$ cat src/rtl/cpu_pkg.sv
`default_nettype none
// ============================================================================
// Module      : cpu_pkg
// Description : Shared widths, reset vector and fetch-entry type for the core.
// Revision    : 1.0 - initial release
// ============================================================================
package cpu_pkg;

    localparam int ADDR_W     = 16;
    localparam int INST_W     = 16;
    localparam logic [ADDR_W-1:0] PC_RESET = 16'h0000;
    localparam int INST_BYTES = 2;

    typedef struct packed {
        logic [ADDR_W-1:0] pc;
        logic [INST_W-1:0] inst;
    } fetch_entry_t;

endpackage
`default_nettype wire

$ cat src/rtl/ifq_fifo.sv
`default_nettype none
// ============================================================================
// Module      : ifq_fifo
// Description : Synchronous FIFO with occupancy count and clear; DEPTH must be
//               a power of two so the pointers wrap naturally.
// Revision    : 1.0 - initial release
// ============================================================================
module ifq_fifo #(
    parameter int WIDTH = 32,
    parameter int DEPTH = 4,
    localparam int c_PTR_W = $clog2(DEPTH),
    localparam int c_CNT_W = $clog2(DEPTH) + 1
) (
    input  logic               clk,
    input  logic               rst,
    input  logic               clear,
    input  logic               push,
    input  logic [WIDTH-1:0]   push_data,
    input  logic               pop,
    output logic [WIDTH-1:0]   pop_data,
    output logic [c_CNT_W-1:0] count
);

    logic [WIDTH-1:0]   r_mem [DEPTH];
    logic [c_PTR_W-1:0] r_wr_ptr;
    logic [c_PTR_W-1:0] r_rd_ptr;
    logic [c_CNT_W-1:0] r_count;
    logic               w_full;
    logic               w_empty;
    logic               w_wr_en;
    logic               w_rd_en;

    assign w_full  = (r_count == c_CNT_W'(DEPTH));
    assign w_empty = (r_count == '0);
    // A push into a full FIFO is legal when a pop frees the slot in the same cycle.
    assign w_wr_en = push & (~w_full | pop);
    assign w_rd_en = pop & ~w_empty;

    always_ff @(posedge clk or posedge rst) begin
        if (rst) begin
            r_wr_ptr <= '0;
            r_rd_ptr <= '0;
            r_count  <= '0;
        end else if (clear) begin
            r_wr_ptr <= '0;
            r_rd_ptr <= '0;
            r_count  <= '0;
        end else begin
            if (w_wr_en) begin
                r_wr_ptr <= r_wr_ptr + c_PTR_W'(1);
            end
            if (w_rd_en) begin
                r_rd_ptr <= r_rd_ptr + c_PTR_W'(1);
            end
            r_count <= r_count + c_CNT_W'(w_wr_en) - c_CNT_W'(w_rd_en);
        end
    end

    always_ff @(posedge clk) begin
        if (w_wr_en && !clear) begin
            r_mem[r_wr_ptr] <= push_data;
        end
    end

    assign pop_data = r_mem[r_rd_ptr];
    assign count    = r_count;

endmodule
`default_nettype wire

$ cat src/rtl/ifetch_queue.sv
`default_nettype none
// ============================================================================
// Module      : ifetch_queue
// Description : Instruction-fetch front end: credit-limited sequential fetch,
//               in-order prefetch queue, redirect flush with stale-response
//               discard. Optional IFETCH_BYPASS_EN forwards a response straight
//               to decode when the queue is empty.
// Revision    : 1.0 - initial release
// ============================================================================
module ifetch_queue #(
    parameter int DEPTH  = 4,
    parameter int ADDR_W = cpu_pkg::ADDR_W,
    parameter int INST_W = cpu_pkg::INST_W
) (
    input  logic              clk,
    input  logic              rst,
    output logic              mem_req,
    output logic [ADDR_W-1:0] mem_addr,
    input  logic              mem_gnt,
    input  logic              mem_rvalid,
    input  logic [INST_W-1:0] mem_rdata,
    output logic              inst_valid,
    output logic [INST_W-1:0] inst,
    output logic [ADDR_W-1:0] inst_pc,
    input  logic              inst_ready,
    input  logic              redirect,
    input  logic [ADDR_W-1:0] redirect_pc
);

    localparam int c_CNT_W = $clog2(DEPTH) + 1;
    localparam int c_OCC_W = c_CNT_W + 2;
    localparam int c_ENT_W = ADDR_W + INST_W;
    localparam logic [ADDR_W-1:0] c_PC_RESET   = ADDR_W'(cpu_pkg::PC_RESET);
    localparam logic [ADDR_W-1:0] c_PC_STEP    = ADDR_W'(cpu_pkg::INST_BYTES);
    localparam logic [ADDR_W-1:0] c_ALIGN_MASK = ~ADDR_W'(1);

    logic               r_mem_req;
    logic [ADDR_W-1:0]  r_fetch_pc;
    logic [c_CNT_W-1:0] r_discard;

    logic [c_CNT_W-1:0] w_q_count;
    logic [c_CNT_W-1:0] w_pc_count;
    logic [c_ENT_W-1:0] w_q_head;
    logic [ADDR_W-1:0]  w_pc_head;
    logic               w_grant;
    logic               w_resp_live;
    logic               w_resp_drop;
    logic               w_q_empty;
    logic               w_bypass;
    logic               w_q_push;
    logic               w_q_pop;
    logic [c_OCC_W-1:0] w_q_nxt;
    logic [c_OCC_W-1:0] w_pc_nxt;
    logic [c_OCC_W-1:0] w_disc_nxt;
    logic [c_OCC_W-1:0] w_occ_nxt;
    logic               w_req_nxt;
    logic [ADDR_W-1:0]  w_fetch_pc_nxt;

    assign w_grant     = r_mem_req & mem_gnt;
    // Responses owed to pre-redirect grants are dropped while the discard count is nonzero.
    assign w_resp_live = mem_rvalid & ~redirect & (r_discard == '0);
    assign w_resp_drop = mem_rvalid & ~redirect & (r_discard != '0);
    assign w_q_empty   = (w_q_count == '0);

`ifdef IFETCH_BYPASS_EN
    assign w_bypass = w_q_empty & w_resp_live;
`else
    assign w_bypass = 1'b0;
`endif

    assign w_q_push = w_resp_live & ~(w_bypass & inst_ready);
    assign w_q_pop  = ~w_q_empty & inst_ready & ~redirect;

    ifq_fifo #(
        .WIDTH (ADDR_W),
        .DEPTH (DEPTH)
    ) u_pc_fifo (
        .clk       (clk),
        .rst       (rst),
        .clear     (redirect),
        .push      (w_grant),
        .push_data (r_fetch_pc),
        .pop       (w_resp_live),
        .pop_data  (w_pc_head),
        .count     (w_pc_count)
    );

    ifq_fifo #(
        .WIDTH (c_ENT_W),
        .DEPTH (DEPTH)
    ) u_inst_fifo (
        .clk       (clk),
        .rst       (rst),
        .clear     (redirect),
        .push      (w_q_push),
        .push_data ({w_pc_head, mem_rdata}),
        .pop       (w_q_pop),
        .pop_data  (w_q_head),
        .count     (w_q_count)
    );

    always_comb begin
        w_q_nxt        = c_OCC_W'(w_q_count) + c_OCC_W'(w_q_push) - c_OCC_W'(w_q_pop);
        w_pc_nxt       = c_OCC_W'(w_pc_count) + c_OCC_W'(w_grant) - c_OCC_W'(w_resp_live);
        w_disc_nxt     = c_OCC_W'(r_discard) - c_OCC_W'(w_resp_drop);
        w_fetch_pc_nxt = w_grant ? (r_fetch_pc + c_PC_STEP) : r_fetch_pc;
        if (redirect) begin
            // Everything still owed by memory becomes stale, including this cycle's grant.
            w_disc_nxt     = c_OCC_W'(r_discard) + c_OCC_W'(w_pc_count)
                           + c_OCC_W'(w_grant) - c_OCC_W'(mem_rvalid);
            w_q_nxt        = '0;
            w_pc_nxt       = '0;
            w_fetch_pc_nxt = redirect_pc & c_ALIGN_MASK;
        end
        w_occ_nxt = w_q_nxt + w_pc_nxt + w_disc_nxt;

        if (redirect) begin
            w_req_nxt = 1'b0;
        end else if (r_mem_req && !mem_gnt) begin
            w_req_nxt = 1'b1;
        end else begin
            w_req_nxt = (w_occ_nxt < c_OCC_W'(DEPTH));
        end
    end

    always_ff @(posedge clk or posedge rst) begin
        if (rst) begin
            r_mem_req  <= 1'b0;
            r_fetch_pc <= c_PC_RESET;
            r_discard  <= '0;
        end else begin
            r_mem_req  <= w_req_nxt;
            r_fetch_pc <= w_fetch_pc_nxt;
            r_discard  <= w_disc_nxt[c_CNT_W-1:0];
        end
    end

    assign mem_req  = r_mem_req;
    assign mem_addr = r_fetch_pc;

    always_comb begin
        inst_valid = ~w_q_empty;
        inst       = w_q_head[INST_W-1:0];
        inst_pc    = w_q_head[c_ENT_W-1:INST_W];
        if (w_q_empty) begin
            inst    = '0;
            inst_pc = '0;
        end
`ifdef IFETCH_BYPASS_EN
        if (w_bypass) begin
            inst_valid = 1'b1;
            inst       = mem_rdata;
            inst_pc    = w_pc_head;
        end
`endif
    end

endmodule
`default_nettype wire
$ cat config.mk
export PLATFORM = sky130hd
export DESIGN_NAME = ifetch_queue
export DESIGN_NICKNAME = d
export VERILOG_FILES = /design/src/rtl/cpu_pkg.sv /design/src/rtl/ifq_fifo.sv /design/src/rtl/ifetch_queue.sv
export SDC_FILE = /design/constraint.sdc
export NUM_CORES = 1
export LEC_CHECK = 0
export ABC_AREA = 1
export CORE_UTILIZATION = 40
export DETAILED_ROUTE_END_ITERATION = 8
export PLACE_DENSITY_LB_ADDON = 0.1
export SYNTH_ARGS = -nofsm -noshare
export SYNTH_HDL_FRONTEND = slang
export SYNTH_HIERARCHICAL = 1
export SYNTH_SLANG_ARGS = --single-unit
$ cat constraint.sdc
create_clock -name clk -period 3.7 [get_ports clk]
set_input_delay 0.555 -clock clk [delete_from_list [all_inputs] [get_ports clk]]
set_output_delay 0.555 -clock clk [all_outputs]
set_load 0.01 [all_outputs]
==> flow_summary.ini, run 1 <==
[synthesis]
syn_area_per_cell_sq_um = 11.3
synth.yosys.warnings = 6
synth.cell_area_sq_um = 10300
synthesis.instances = 914
yosysTopAreaCell = sky130_fd_sc_hd__edfxtp_1
synth.ff_latch_count = 225
yosys.cell_types.count = 44
synth.top_cells.by_area = sky130_fd_sc_hd__edfxtp_1 56%, sky130_fd_sc_hd__dfrtp_1 8.0%, sky130_fd_sc_hd__nor2_1 6.3%
proportion_of_synthesized_chip_area_in_sequential_cells_pct = 63.8
post-synth-top-area-fraction_pct = 55.8

[floorplan]
core_area_sq_um = 25300
die-width_um = 163
dieArea_sq_um = 26500
design.portCount = 88
effective_utilization_at_floorplan_pct = 40.9
die_h_um = 163
core.rowCount = 58

[pwr]
vdd_ir_drop_max_mv = 0.317
power.internal_uw = 4490
sw_frac_of_total_pct = 25.5
p_leak_uw = 0.00480
share_of_power_burned_in_combinational_logic_pct = 14.5
clock_power_share_pct = 36.3
cellPowerDensity_nw_per_um2 = 486
net_switching_uw = 1540
share_seq_of_total_power_pct = 49.2

[grt]
grt_pass1_wl_um = 35000
groute.usage.overall_pct = 17.0
grt_antenna_before_repair = 0
number_of_global_route_vias_before_repair = 6379
grt_start_max_net_pins = 68
global_route.overflow_total = 0

[sta]
timing.slew.headroom_pct = 40.5
min_period_ns = 3.46
timing.final.hold_violations = 0
timing.clock.skew_ns = 0.0107
fin_worst_hold_slack_ns = 0.376
finalSetupViolations = 0
finalCritPeriodShare_pct = 93.5
grt_setup_unrepaired = false
achievable_frequency_mhz = 289
worst-slew-pin-transition_ns = 0.893
finalMaxSlewViolations = 0

[finish]
layout-drive-gt1-share_pct = 9.94
layout.nets = 1110
layout-area-overhead-vs-synth_pct = 20.0
postLayoutCoreUtil_pct = 49.1
final_common_cell = sky130_fd_sc_hd__edfxtp_1
fin_cells = 1376
antennaDiodeCount = 0
final_cell_mix = 192 x sky130_fd_sc_hd__edfxtp_1, 169 x sky130_fd_sc_hd__nor2_1, 98 x sky130_fd_sc_hd__inv_1, 83 x sky130_fd_sc_hd__clkdlybuf4s50_1, 80 x sky130_fd_sc_hd__nand2_1

[worst_setup_path]
critPathRequiredTime_ns = 4.15
cp_data_arrival_time_ns = 3.91
timing_worst_setup_path_type = flip-flop to flip-flop
crit_path_top_delay_cell = sky130_fd_sc_hd__fa_1
ff2ff_path_depth = 14
rrSetupSlack_ns = 0.24
cp-end-kind = flip-flop
critPathLaunchType = flip-flop
worst_path_dominant_cell_family = adder cells
regToRegEndpoint = mem_req$_DFF_PP0_
rr_startpoint = u_pc_fifo/count[0]$_DFF_PP0_
crit_path_max_fanout = 4
path_cells = inv_1, ha_1, inv_1, fa_1, fa_1, nor2_1, o22ai_1, fa_1, inv_1, fa_1, nand2_1, nor2_1, nand3_1, a21oi_1
worst-path-buf-inv = 3
critical-path-top-cell-by-count = sky130_fd_sc_hd__fa_1
timing.critical_path.slowest_cell_delay_ns = 0.60

[clock_tree]
cts_inserted_buffers = 25
cts_hold_buffers = 0
cts_root_buffer_type = sky130_fd_sc_hd__clkbuf_16
clkLatencyLatePin_ns = 0.52
cts_htree_levels = 1
cts_num_sinks = 225
tritoncts = built
max-clock-path-buffers = 3
path_clk_slew_ns = 0.06

[route]
vias = 6743
drt_wl_total_um = 21900
ant_nets = 0
dr.first_iter.drc_count = 345
vias_per_cell = 4.90
first_pass_iters = 4
average_routed_wire_per_standard_cell_um = 15.9
post-route-drc-count = 0

[place]
place_congestion = 0.777
portBuffers = 85
placed_cells = 1330
detailed_place_hpwl_um = 13700

[outcome]
status = finished clean

[flow_run]
cap_viol_max_count = 0

[worst_hold_path]
worst_hold_path_class = input pin to asynchronous set/reset pin
cell families (layout without fill, tap and decap cells):
kind of cell	Yosys count	in the layout	synth area share, %
fa+ha+maj	43	43	5.94
simple gates	305	305	12.4
xor+xnor	12	12	1.02
other cells	1	5	0.0363
buf+inv	145	273	6.86
flops	225	225	63.8
compound gates	183	183	9.90
how the worst max path moves through the flow:
stage	start	end	slack, ns	cells past startpoint
3_3_place_gp	mem_rvalid	mem_req$_DFF_PP0_	-0.29	14
2_1_floorplan	redirect	mem_req$_DFF_PP0_	0.09	17
6_report	u_pc_fifo/count[0]$_DFF_PP0_	mem_req$_DFF_PP0_	0.24	14
4_1_cts	redirect	mem_req$_DFF_PP0_	0.17	18
5_1_grt	u_inst_fifo/count[0]$_DFF_PP0_	mem_req$_DFF_PP0_	0.01	17
3_5_place_dp	redirect	mem_req$_DFF_PP0_	-0.36	18
stage by stage:
stage	setup WS (ns)	cell area [sq um]	setup TNS, ns	power (uW)
after global routing	0.0139	12400	0	6320
after detailed placement	-0.365	11600	-0.365	3880
final	0.239	12400	0	6030
after floorplan	0.0945	10400	0	3510
after global placement	-0.291	11600	-0.291	3870
after CTS	0.172	12300	0	6060
layer usage:
layer / share of wire (%) / vias to the layer above / routed length (um) / global-route usage, %
li1: - / 3367 / - / -
met1: 48 / 3227 / 10600 / 24.2
met2: 47 / 127 / 10200 / 27.8
met3: 3.8 / 22 / 834 / 2.37
met4: 1.4 / 0 / 304 / 3.36
met5: 0 / - / 0 / 0
repair_timing:
action	CTS	global route
resized for setup	0	9
setup buffers	0	2
endpoints found under the hold margin	0	0
endpoints found under the setup margin	0	1
area by class of cell:
cell class                 instances  area, sq um
clock buffer                      31          648
clock inverter                    13         65.1
fill                            2365        12900
inverter                         106          405
multi-input combinational        548         3110
sequential                       225         6590
tap                              330          413
timing repair buffer             123         1150
state kept, by name, indices dropped and copies added (netlist names):
name	flops
mem_addr	15
mem_req	1
r_discard	3
u_inst_fifo/count	3
u_inst_fifo/r_mem	128
u_inst_fifo/r_rd_ptr	2
u_inst_fifo/r_wr_ptr	2
u_pc_fifo/count	3
u_pc_fifo/r_mem	64
u_pc_fifo/r_rd_ptr	2
u_pc_fifo/r_wr_ptr	2
cell usage after synthesis, drive strengths merged:
master,count
a21o,2
nand3,27
edfxtp,192
nor2,176
nand2,85
a21oi,16
or2,2
clkbuf,10
nand4,9
dfrtp,33
nor4,1
xnor2,7
xor2,5
o21ai,104
o21ba,2
clkinv,2
o21bai,2
conb,1
buf,29
a31oi,1
nor3,4
o22ai,49
a22o,1
and2,1
o221ai,1
inv,104
ha,33
fa,10
o211ai,5
power by group through the flow:
stage	Sequential, uW	Combinational, uW	Clock (uW)
after floorplan	2990	523	0
after global placement	3010	855	0
after detailed placement	3010	862	0
after CTS	2960	868	2230
after global routing	2970	1010	2330
final	2960	876	2190
Note: power is estimated with default switching activity, not from simulation.
==> inputs of run 2 (changes only) <==
GPL_ROUTABILITY_DRIVEN = 1   (was not set)
MAX_ROUTING_LAYER = met4   (was not set)
==> run 2 against run 1 <==
  * Setup slack improved by 0.0022 ns
  * Register-to-register slack about the same
  * Combinational power about the same
  * Clock-buffer cell count is the same
  * Cell area unchanged
  * Critical endpoint unchanged
  * Largest power group unchanged
  * Hold slack barely moved
==> flow_summary.ini, run 2 (same netlist as run 1, synthesis figures left out) <==
[clock_tree]
clkLatencyLatePin_ns = 0.52
path_clk_slew_ns = 0.06
cts_num_sinks = 225
cts_inserted_buffers = 25
cts_root_buffer_type = sky130_fd_sc_hd__clkbuf_16
tritoncts = built
max-clock-path-buffers = 3
cts_htree_levels = 1

[grt]
global_route.overflow_total = 0
met1_usage_pct = 24.1
grt_pass1_wl_um = 35000
number_of_global_route_vias_before_repair = 6391
grt_antenna_before_repair = 0
grt_busiest_layer = met2
grtUsageMet3_pct = 2.32
grt.met2_usage_pct = 27.9
grt_start_max_net_pins = 68
groute.usage.overall_pct = 17.5

[worst_setup_path]
path_cells = inv_1, ha_1, inv_1, fa_1, fa_1, nor2_1, o22ai_1, fa_1, inv_1, fa_1, nand2_1, nor2_1, nand3_1, a21oi_1
worst_path_dominant_cell_family = adder cells
rr_startpoint = u_pc_fifo/count[0]$_DFF_PP0_
critPathLaunch = u_pc_fifo/count[0]$_DFF_PP0_
critPathRequiredTime_ns = 4.15
ff2ff_path_depth = 14
crit_path_max_fanout = 4
cp-end-kind = flip-flop
critPathLaunchType = flip-flop
regToRegEndpoint = mem_req$_DFF_PP0_
timing.critical_path.slowest_cell_delay_ns = 0.60
worst-path-buf-inv = 3
critical-path-top-cell-by-count = sky130_fd_sc_hd__fa_1
crit_path_top_delay_cell = sky130_fd_sc_hd__fa_1
rrSetupSlack_ns = 0.24
cp_data_arrival_time_ns = 3.90
timing_worst_setup_path_type = flip-flop to flip-flop

[sta]
min_period_ns = 3.46
achievable_frequency_mhz = 289
worst-slew-pin-transition_ns = 0.880
timing.clock.skew_ns = 0.00928
finalCritPeriodShare_pct = 93.5
final.setup.worst_slack_ns = 0.241
timing.slew.headroom_pct = 41.3
finalSetupViolations = 0
timing.final.hold_violations = 0
finalMaxSlewViolations = 0
grt_setup_unrepaired = false

[floorplan]
core.rowCount = 58
dieArea_sq_um = 26500
design.portCount = 88
effective_utilization_at_floorplan_pct = 40.9
die-width_um = 163
core_area_sq_um = 25300
die_h_um = 163

[finish]
largest_reg_flops = 128
layout-drive-gt1-share_pct = 9.94
layout.nets = 1110
largest_register = u_inst_fifo/r_mem
final_common_cell = sky130_fd_sc_hd__edfxtp_1
antennaDiodeCount = 0
layout-area-overhead-vs-synth_pct = 20.0
final_cell_mix = 192 x sky130_fd_sc_hd__edfxtp_1, 169 x sky130_fd_sc_hd__nor2_1, 98 x sky130_fd_sc_hd__inv_1, 83 x sky130_fd_sc_hd__clkdlybuf4s50_1, 80 x sky130_fd_sc_hd__nand2_1

[pwr]
cellPowerDensity_nw_per_um2 = 486
p_leak_uw = 0.00480
vdd_ir_drop_max_mv = 0.316
total_power_uw = 6020

[route]
average_routed_wire_per_standard_cell_um = 16.0
dr.first_iter.drc_count = 328
vias = 6742
vias_per_cell = 4.90
ant_nets = 0
drt_wl_total_um = 22000
post-route-drc-count = 0
first_pass_iters = 4

[place]
pre_cts_setup_slack_ns = -0.365
detailed_place_hpwl_um = 13700
place_congestion = 0.788
portBuffers = 85

[worst_hold_path]
worst_hold_path_class = input pin to asynchronous set/reset pin

[outcome]
status = finished clean

[flow_run]
cap_viol_max_count = 0
run 2: per-stage QoR:
| step | instance area (sq um) | TNS [ns] | instances | util (%) | hold WS, ns |
|---|---|---|---|---|---|
| 2_1_floorplan | 10400 | 0 | 918 | - | 0.358 |
| 3_3_place_gp | 11600 | -0.291 | 1330 | 46.1 | 0.557 |
| 3_5_place_dp | 11600 | -0.365 | 1330 | 46.1 | 0.562 |
| 4_1_cts | 12300 | 0 | 1374 | 48.9 | 0.407 |
| 5_1_grt | 12400 | 0 | 1376 | 49.1 | 0.423 |
| 6_report | 12400 | 0 | 1376 | 49.1 | 0.376 |
run 2: worst max path at each step:
stage / to / slack [ns] / depth (start not counted)
finish: mem_req$_DFF_PP0_ / 0.24 / 14
global route: mem_req$_DFF_PP0_ / 0.01 / 17
CTS: mem_req$_DFF_PP0_ / 0.17 / 18
detailed placement: mem_req$_DFF_PP0_ / -0.36 / 18
global placement: mem_req$_DFF_PP0_ / -0.29 / 14
floorplan: mem_req$_DFF_PP0_ / 0.09 / 17
run 2: area by class of cell:
class	count	area [sq um]
Fill cell	2365	12900
Multi-Input combinational cell	548	3110
Tap cell	330	413
Clock buffer	31	648
Inverter	106	405
Timing Repair Buffer	123	1150
Clock inverter	13	65.1
Sequential cell	225	6590
run 2: metal layers:
metal,vias up,share of wire (%)
met5,-,0
met4,0,1.4
met3,22,3.8
met2,137,46
met1,3215,48
li1,3368,-
run 2: what timing repair did:
item | in CTS | in global routing
hold buffers | 0 | 0
setup endpoints to repair | 0 | 1
resized for setup | 0 | 9
buffers inserted | 0 | 2
run 2: report_power, final:
group,total [uW],switching (uW),internal [uW]
clock network,2180,949,1230
registers,2960,112,2850
logic,876,475,401
total,6020,1540,4490
